## src/rtl/alu_flag_stage_pkg.sv

```systemverilog
// Shared constants for the ALU flag stage: default width, branch codes and
// the occupancy states of the two-entry output buffer.
package alu_flag_stage_pkg;

  localparam int DW_DEF = 16;

  localparam logic [2:0] BRCH_NONE = 3'b000;
  localparam logic [2:0] BRCH_SCO  = 3'b001;
  localparam logic [2:0] BRCH_BEQ  = 3'b010;
  localparam logic [2:0] BRCH_BGE  = 3'b011;
  localparam logic [2:0] BRCH_BLT  = 3'b100;
  localparam logic [2:0] BRCH_BNE  = 3'b101;
  localparam logic [2:0] BRCH_SLE  = 3'b110;

  typedef enum logic [1:0] {
    ST_EMPTY = 2'd0,
    ST_ONE   = 2'd1,
    ST_FULL  = 2'd2
  } state_e;

endpackage

```

## src/rtl/alu_flag_stage_if.sv

```systemverilog
// Handshake and data bundle between the ALU input side, the flag stage and
// the branch-condition consumer.
interface alu_flag_stage_if
  import alu_flag_stage_pkg::*;
#(
  parameter int DW = DW_DEF
);
  logic          in_valid;
  logic          in_ready;
  logic [DW-1:0] in_a;
  logic [DW-1:0] in_b;
  logic          in_sub;
  logic [2:0]    in_brchSig;
  logic          flush;
  logic          out_valid;
  logic          out_ready;
  logic [DW-1:0] out_result;
  logic          sf;
  logic          zf;
  logic          of;
  logic          cf;
  logic [2:0]    out_brchSig;

  modport slave (
    input  in_valid, in_a, in_b, in_sub, in_brchSig, flush, out_ready,
    output in_ready, out_valid, out_result, sf, zf, of, cf, out_brchSig
  );

  modport master (
    output in_valid, in_a, in_b, in_sub, in_brchSig, flush, out_ready,
    input  in_ready, out_valid, out_result, sf, zf, of, cf, out_brchSig
  );
endinterface

```

## src/rtl/alu_flag_calc.sv

```systemverilog
// Combinational adder/subtractor producing the result and the four
// condition flags (sign, zero, signed overflow, carry-out).
module alu_flag_calc #(
  parameter int DW = 16
) (
  input  logic [DW-1:0] a,
  input  logic [DW-1:0] b,
  input  logic          sub,
  output logic [DW-1:0] result,
  output logic          sf,
  output logic          zf,
  output logic          of,
  output logic          cf
);
  logic [DW-1:0] b_eff;
  logic [DW:0]   sum;

  // Subtraction is A + ~B + 1, so cf=1 means "no borrow".
  assign b_eff  = sub ? ~b : b;
  assign sum    = {1'b0, a} + {1'b0, b_eff} + {{DW{1'b0}}, sub};
  assign result = sum[DW-1:0];
  assign cf     = sum[DW];
  assign sf     = sum[DW-1];
  assign zf     = (sum[DW-1:0] == '0);
  assign of     = (a[DW-1] == b_eff[DW-1]) && (sum[DW-1] != a[DW-1]);
endmodule

```

## src/rtl/alu_flag_stage.sv

```systemverilog
// Registers ALU results and flags behind a main+skid buffer so the branch
// consumer can stall without the upstream ready depending on it combinationally.
module alu_flag_stage
  import alu_flag_stage_pkg::*;
#(
  parameter int DW = DW_DEF
) (
  input logic            clk,
  input logic            rst_n,
  alu_flag_stage_if.slave bus
);
  localparam int PW = DW + 7;

  logic [DW-1:0] calc_result;
  logic          calc_sf;
  logic          calc_zf;
  logic          calc_of;
  logic          calc_cf;
  logic [PW-1:0] calc_beat;

  state_e        state_reg;
  logic          in_ready_reg;
  logic [PW-1:0] main_beat_reg;
  logic [PW-1:0] skid_beat_reg;
  logic          main_valid;
  logic          accept;
  logic          transfer;

  alu_flag_calc #(.DW(DW)) u_calc (
    .a      (bus.in_a),
    .b      (bus.in_b),
    .sub    (bus.in_sub),
    .result (calc_result),
    .sf     (calc_sf),
    .zf     (calc_zf),
    .of     (calc_of),
    .cf     (calc_cf)
  );

  // Beat layout: {brchSig, sf, zf, of, cf, result}
  assign calc_beat  = {bus.in_brchSig, calc_sf, calc_zf, calc_of, calc_cf, calc_result};
  assign main_valid = (state_reg != ST_EMPTY);
  assign accept     = bus.in_valid && in_ready_reg;
  assign transfer   = main_valid && bus.out_ready;

  always_ff @(posedge clk or negedge rst_n) begin
    if (!rst_n) begin
      state_reg     <= ST_EMPTY;
      in_ready_reg  <= 1'b0;
      main_beat_reg <= '0;
      skid_beat_reg <= '0;
    end else if (bus.flush) begin
      state_reg    <= ST_EMPTY;
      in_ready_reg <= 1'b1;
    end else begin
      in_ready_reg <= 1'b1;
      case (state_reg)
        ST_EMPTY: begin
          if (accept) begin
            main_beat_reg <= calc_beat;
            state_reg     <= ST_ONE;
          end
        end
        ST_ONE: begin
          if (accept && transfer) begin
            main_beat_reg <= calc_beat;
          end else if (accept) begin
            skid_beat_reg <= calc_beat;
            state_reg     <= ST_FULL;
            in_ready_reg  <= 1'b0;
          end else if (transfer) begin
            state_reg <= ST_EMPTY;
          end
        end
        ST_FULL: begin
          // in_ready is low here, so only a drain can happen.
          if (transfer) begin
            main_beat_reg <= skid_beat_reg;
            state_reg     <= ST_ONE;
          end else begin
            in_ready_reg <= 1'b0;
          end
        end
        default: begin
          state_reg <= ST_EMPTY;
        end
      endcase
    end
  end

  assign bus.in_ready    = in_ready_reg;
  assign bus.out_valid   = main_valid;
  assign bus.out_result  = main_valid ? main_beat_reg[DW-1:0] : '0;
  assign bus.cf          = main_valid & main_beat_reg[DW];
  assign bus.of          = main_valid & main_beat_reg[DW+1];
  assign bus.zf          = main_valid & main_beat_reg[DW+2];
  assign bus.sf          = main_valid & main_beat_reg[DW+3];
  assign bus.out_brchSig = main_valid ? main_beat_reg[DW+6:DW+4] : 3'b000;
endmodule

```

## src/flat_wrapper.sv

```systemverilog
// flat-port wrapper written by rule: the top's interface ports become plain ports
module alu_flag_stage_flat import alu_flag_stage_pkg::*;
#(
  parameter int DW = DW_DEF
)
  (clk, rst_n, bus_in_valid, bus_in_a, bus_in_b, bus_in_sub, bus_in_brchSig, bus_flush, bus_out_ready, bus_in_ready, bus_out_valid, bus_out_result, bus_sf, bus_zf, bus_of, bus_cf, bus_out_brchSig);
  alu_flag_stage_if #(.DW(DW)) bus_i ();
  input logic clk;
  input logic rst_n;
  input wire logic [$bits(bus_i.in_valid)-1:0] bus_in_valid;
  input wire logic [$bits(bus_i.in_a)-1:0] bus_in_a;
  input wire logic [$bits(bus_i.in_b)-1:0] bus_in_b;
  input wire logic [$bits(bus_i.in_sub)-1:0] bus_in_sub;
  input wire logic [$bits(bus_i.in_brchSig)-1:0] bus_in_brchSig;
  input wire logic [$bits(bus_i.flush)-1:0] bus_flush;
  input wire logic [$bits(bus_i.out_ready)-1:0] bus_out_ready;
  output wire logic [$bits(bus_i.in_ready)-1:0] bus_in_ready;
  output wire logic [$bits(bus_i.out_valid)-1:0] bus_out_valid;
  output wire logic [$bits(bus_i.out_result)-1:0] bus_out_result;
  output wire logic [$bits(bus_i.sf)-1:0] bus_sf;
  output wire logic [$bits(bus_i.zf)-1:0] bus_zf;
  output wire logic [$bits(bus_i.of)-1:0] bus_of;
  output wire logic [$bits(bus_i.cf)-1:0] bus_cf;
  output wire logic [$bits(bus_i.out_brchSig)-1:0] bus_out_brchSig;
  assign bus_i.in_valid = bus_in_valid;
  assign bus_i.in_a = bus_in_a;
  assign bus_i.in_b = bus_in_b;
  assign bus_i.in_sub = bus_in_sub;
  assign bus_i.in_brchSig = bus_in_brchSig;
  assign bus_i.flush = bus_flush;
  assign bus_i.out_ready = bus_out_ready;
  assign bus_in_ready = bus_i.in_ready;
  assign bus_out_valid = bus_i.out_valid;
  assign bus_out_result = bus_i.out_result;
  assign bus_sf = bus_i.sf;
  assign bus_zf = bus_i.zf;
  assign bus_of = bus_i.of;
  assign bus_cf = bus_i.cf;
  assign bus_out_brchSig = bus_i.out_brchSig;
  alu_flag_stage #(.DW(DW)) u_core (.clk(clk), .rst_n(rst_n), .bus(bus_i));
endmodule
```

## config.mk

```make
export PLATFORM = sky130hd
export DESIGN_NAME = alu_flag_stage_flat
export DESIGN_NICKNAME = d
export VERILOG_FILES = /design/src/rtl/alu_flag_stage_pkg.sv /design/src/rtl/alu_flag_stage_if.sv /design/src/rtl/alu_flag_calc.sv /design/src/rtl/alu_flag_stage.sv /design/src/flat_wrapper.sv
export SDC_FILE = /design/constraint.sdc
export NUM_CORES = 1
export LEC_CHECK = 0
export ABC_AREA = 1
export BUFFER_PORTS_ARGS = -buffer_cell sky130_fd_sc_hd__buf_2
export CAP_MARGIN = 20
export CORE_ASPECT_RATIO = 1.25
export CORE_UTILIZATION = 25
export DETAILED_ROUTE_END_ITERATION = 8
export PLACE_DENSITY = 0.48
export SLEW_MARGIN = 30
export SYNTH_ARGS = -nofsm -noshare
export SYNTH_HDL_FRONTEND = slang
export SYNTH_SLANG_ARGS = --single-unit
```

## constraint.sdc

```tcl
create_clock -name clk -period 4.1 [get_ports clk]
set_input_delay 0.615 -clock clk [delete_from_list [all_inputs] [get_ports clk]]
set_output_delay 0.615 -clock clk [all_outputs]
set_load 0.1 [all_outputs]
```

==> metrics.md <==
| Metric | Value |
|---|---|
| H-tree Lvls | `2` |
| WL/cell | `roughly 12 µm` |
| Top_reg_cell synth | `dfrtp_1` |
| Register bit total from synthesis | `47` |
| Gr usage total | `a little over an eighth` |
| Fin cells | `between 700 and 800` |
| Worst Path Class, Setup | `primary input to flip-flop` |
| Fin Hold WS | `0.328 ns` |
| Avg Cell Area, Syn | `around 7 µm²` |
| Status | `complete, no violations` |
| Post-synthesis cell area | `3560 µm²` |
| FMAX | `370 MHz` |
| Iter 0 DRT Violations | `118` |
| Worst Skew | `0.00435 ns` |
| Simple-gate area share of the yosys netlist | `approximately 31%` |
| Post-synth EDFFs | `0` |
| Resize count post-CTS | `0` |
| Data arrival, critical path | `around 2.9 ns` |
| Site Rows | `48` |
| # placed instances | `735` |
| Num CTS Buffers | `5` |
| Post-CTS setup buffers | `0` |
| Hold_buf cts | `0` |
| Core area | `13900 µm²` |
| Antenna viol nets, final | `0` |
| Clock transition at path regs | `approximately 0.060 ns` |
| Async SR Flop Fraction | `100%` |
| Post-DP HPWL | `7120 µm` |
| IO Count | `between 60 and 70` |
| Die H | `135 µm` |
| Sequential area share after synthesis | `33.0%` |
| Maximum clock path buffer count | `2` |
| Final hold vios | `0` |
| Pin count of the biggest net entering global routing | `48` |
| RSZ-0062 raised after global routing | `no` |
| Fin crit period | `2.70 ns` |
| Max_slew headroom | `57.8%` |
| Starting Density | `25.7%` |
| Synth warn | `0` |
| Port bufs | `65` |
| Worst-Skew Late Latency | `0.29 ns` |
| Cells after synthesis | `511` |
| Mux cell area share after synthesis | `less than 1%` |
| XOR/XNOR Fraction of Synth Area | `4.43%` |
| Worst-path maximum fanout | `16` |
| Leak Pwr | `2.29 nW` |
| Vias in the first global route | `3318` |
| Setup Viol. Count Final | `0` |
| DRC | `0` |
| WP data required | `around 4.3 ns` |
| Global-route wire length before repair | `roughly 16000 µm` |
| Crit path launch type | `primary input` |
| Adder-cell area share of the yosys netlist | `7.94%` |
| Synthesis-to-finish area growth | `16.7%` |
| Diodes inserted | `0` |
| Final period utilization | `between 60 and 70%` |
| Vias per inst | `4.39` |
| Antenna violations before repair | `0` |
| Final setup TNS | `0 ns` |
| Synth Area in Compound Gates | `12.1%` |
| R2R Setup Slk | `1.65 ns` |
| First-pass DRT Iterations | `4` |
| Total routed wirelength | `9090 µm` |
| Routed vias | `3253` |
| Hold Crit Class | `primary input to asynchronous set/reset pin` |
| Die area | `14700 µm²` |
| # clock sinks | `between 40 and 50` |
| Routability-driven placement congestion ratio | `0.851` |
| Critical Path Sink Type | `flip-flop` |
| Worst-Margin Slew | `0.633 ns` |
| Share of layout cells above drive strength 1 | `20.0%` |
| Largest family of logic cells by synthesized area | `simple AND/OR/NAND/NOR gates` |
| Syn nets | `574` |
| CTS tree | `done` |
| Max-cap viol count | `0` |
| Final net count | `630` |
| Pwr dens | `724 nW/µm²` |
| Die X-Extent | `roughly 110 µm` |
| Maximum VDD drop | `around 390 µV` |
| Synth cell types | `36` |
| Slew Limit Fails | `0` |
| Global route total overflow | `0` |
| Final Util | `around 30%` |
| CTS Root Cell | `clkbuf_16` |
[synthesized netlist by cell type (2+ instances only)]
master    number  area (µm²)
nor2_2         3        18.8
inv_1         81         304
xnor2_1        2        17.5
o211ai_1       9        67.6
nor2_1        52         195
nor2_4         4        45.0
nand4_1        5        31.3
nand2_1      134         503
and2_1         3        18.8
dfrtp_1       47        1180
inv_2          4        15.0
xor2_1        16         140
buf_6          2        22.5
nand3_1       16        80.1
clkbuf_1       7        26.3
o21ai_0       27         135
o22ai_1       10        62.6
buf_2          7        35.0
a21oi_1       11        55.1
nand2_2       21         131
ha_1          21         263
a21oi_2        2        17.5
nand3_2        3        30.0
o21ai_1       12        60.1
[critical path: stages]
cell	delay (ns)
buf_2	0.37
xnor2_1	0.22
inv_1	0.07
ha_1	0.28
nand2_2	0.10
clkinv_1	0.08
nand2_2	0.08
nand2_2	0.08
nand2_2	0.07
nand2_1	0.06
nand3_1	0.09
nand2_1	0.09
o21ai_0	0.39
nand2_1	0.10
nand2_1	0.07
o21ai_0	0.07
[final timing paths]
kind,from,cells after the start,end
setup reg to reg,u_core.state_reg[0],9,u_core.main_beat_reg[8]
hold / removal,rst_n,1,u_core.skid_beat_reg[0]
hold reg to reg,u_core.skid_beat_reg[8],2,u_core.skid_beat_reg[8]
min in group clk,u_core.skid_beat_reg[8],2,u_core.skid_beat_reg[8]
max in group asynchronous,rst_n,1,u_core.skid_beat_reg[9]
setup / recovery,bus_in_sub,16,u_core.main_beat_reg[17]
[layer usage]
metal  up-vias  GRT usage, %  share of wire (%)
met4         0          5.18                2.3
li1       1703             -                  -
met1      1474          16.4                 44
met5         -             0                  0
met3        13          1.59                2.9
met2        63          23.8                 51
[final cells by class]
| type | count | area (µm²) |
|---|---|---|
| well taps | 175 | 219 |
| repair buffers | 66 | 335 |
| fillers | 1551 | 9720 |
| inverters | 86 | 323 |
| clock buffers | 6 | 129 |
| multi-input cells | 361 | 1970 |
| flip-flops and latches | 47 | 1180 |
[cells by family after synthesis]
family,count (synthesis)
and+or+nand+nor,245
buffers and inverters,103
AOI/OAI and AO/OA,75
DFF,47
adders and majority gates,22
xor gates and xnor gates,18
muxes,1
[stage by stage]
stage	setup WS (ns)	cell area, µm²	power [W]
CTS	1.33	4150	0.00304
global route	1.12	4150	0.00324
floorplan	0.787	3560	0.00231
detailed placement	1.03	4020	0.00265
global placement	1.04	4020	0.00262
finish	1.40	4150	0.00301
[cell usage in the layout, fill, tap and decap left out, types with 2 or more instances in the layout]
master / Yosys / routed
a21oi_1: 11 / 11
a21oi_2: 2 / 2
and2_1: 3 / 3
buf_2: 7 / 64
buf_4: 1 / 2
clkbuf_16: 0 / 5
dfrtp_1: 47 / 47
ha_1: 21 / 20
inv_1: 81 / 79
inv_2: 4 / 6
nand2_1: 134 / 134
nand2_2: 21 / 21
nand3_1: 16 / 16
nand3_2: 3 / 3
nand4_1: 5 / 5
nor2_1: 52 / 52
nor2_2: 3 / 3
nor2_4: 4 / 4
o211ai_1: 9 / 9
o21ai_0: 27 / 27
o21ai_1: 12 / 12
o22ai_1: 10 / 10
xnor2_1: 2 / 2
xor2_1: 16 / 16
[power by group]
part	switching [W]	total, W	internal (W)
Combinational	0.00146	0.00186	0.000405
Clock	0.000161	0.000381	0.000219
Sequential	0.0000833	0.000763	0.000679
Power figures use the tool's default switching activity.
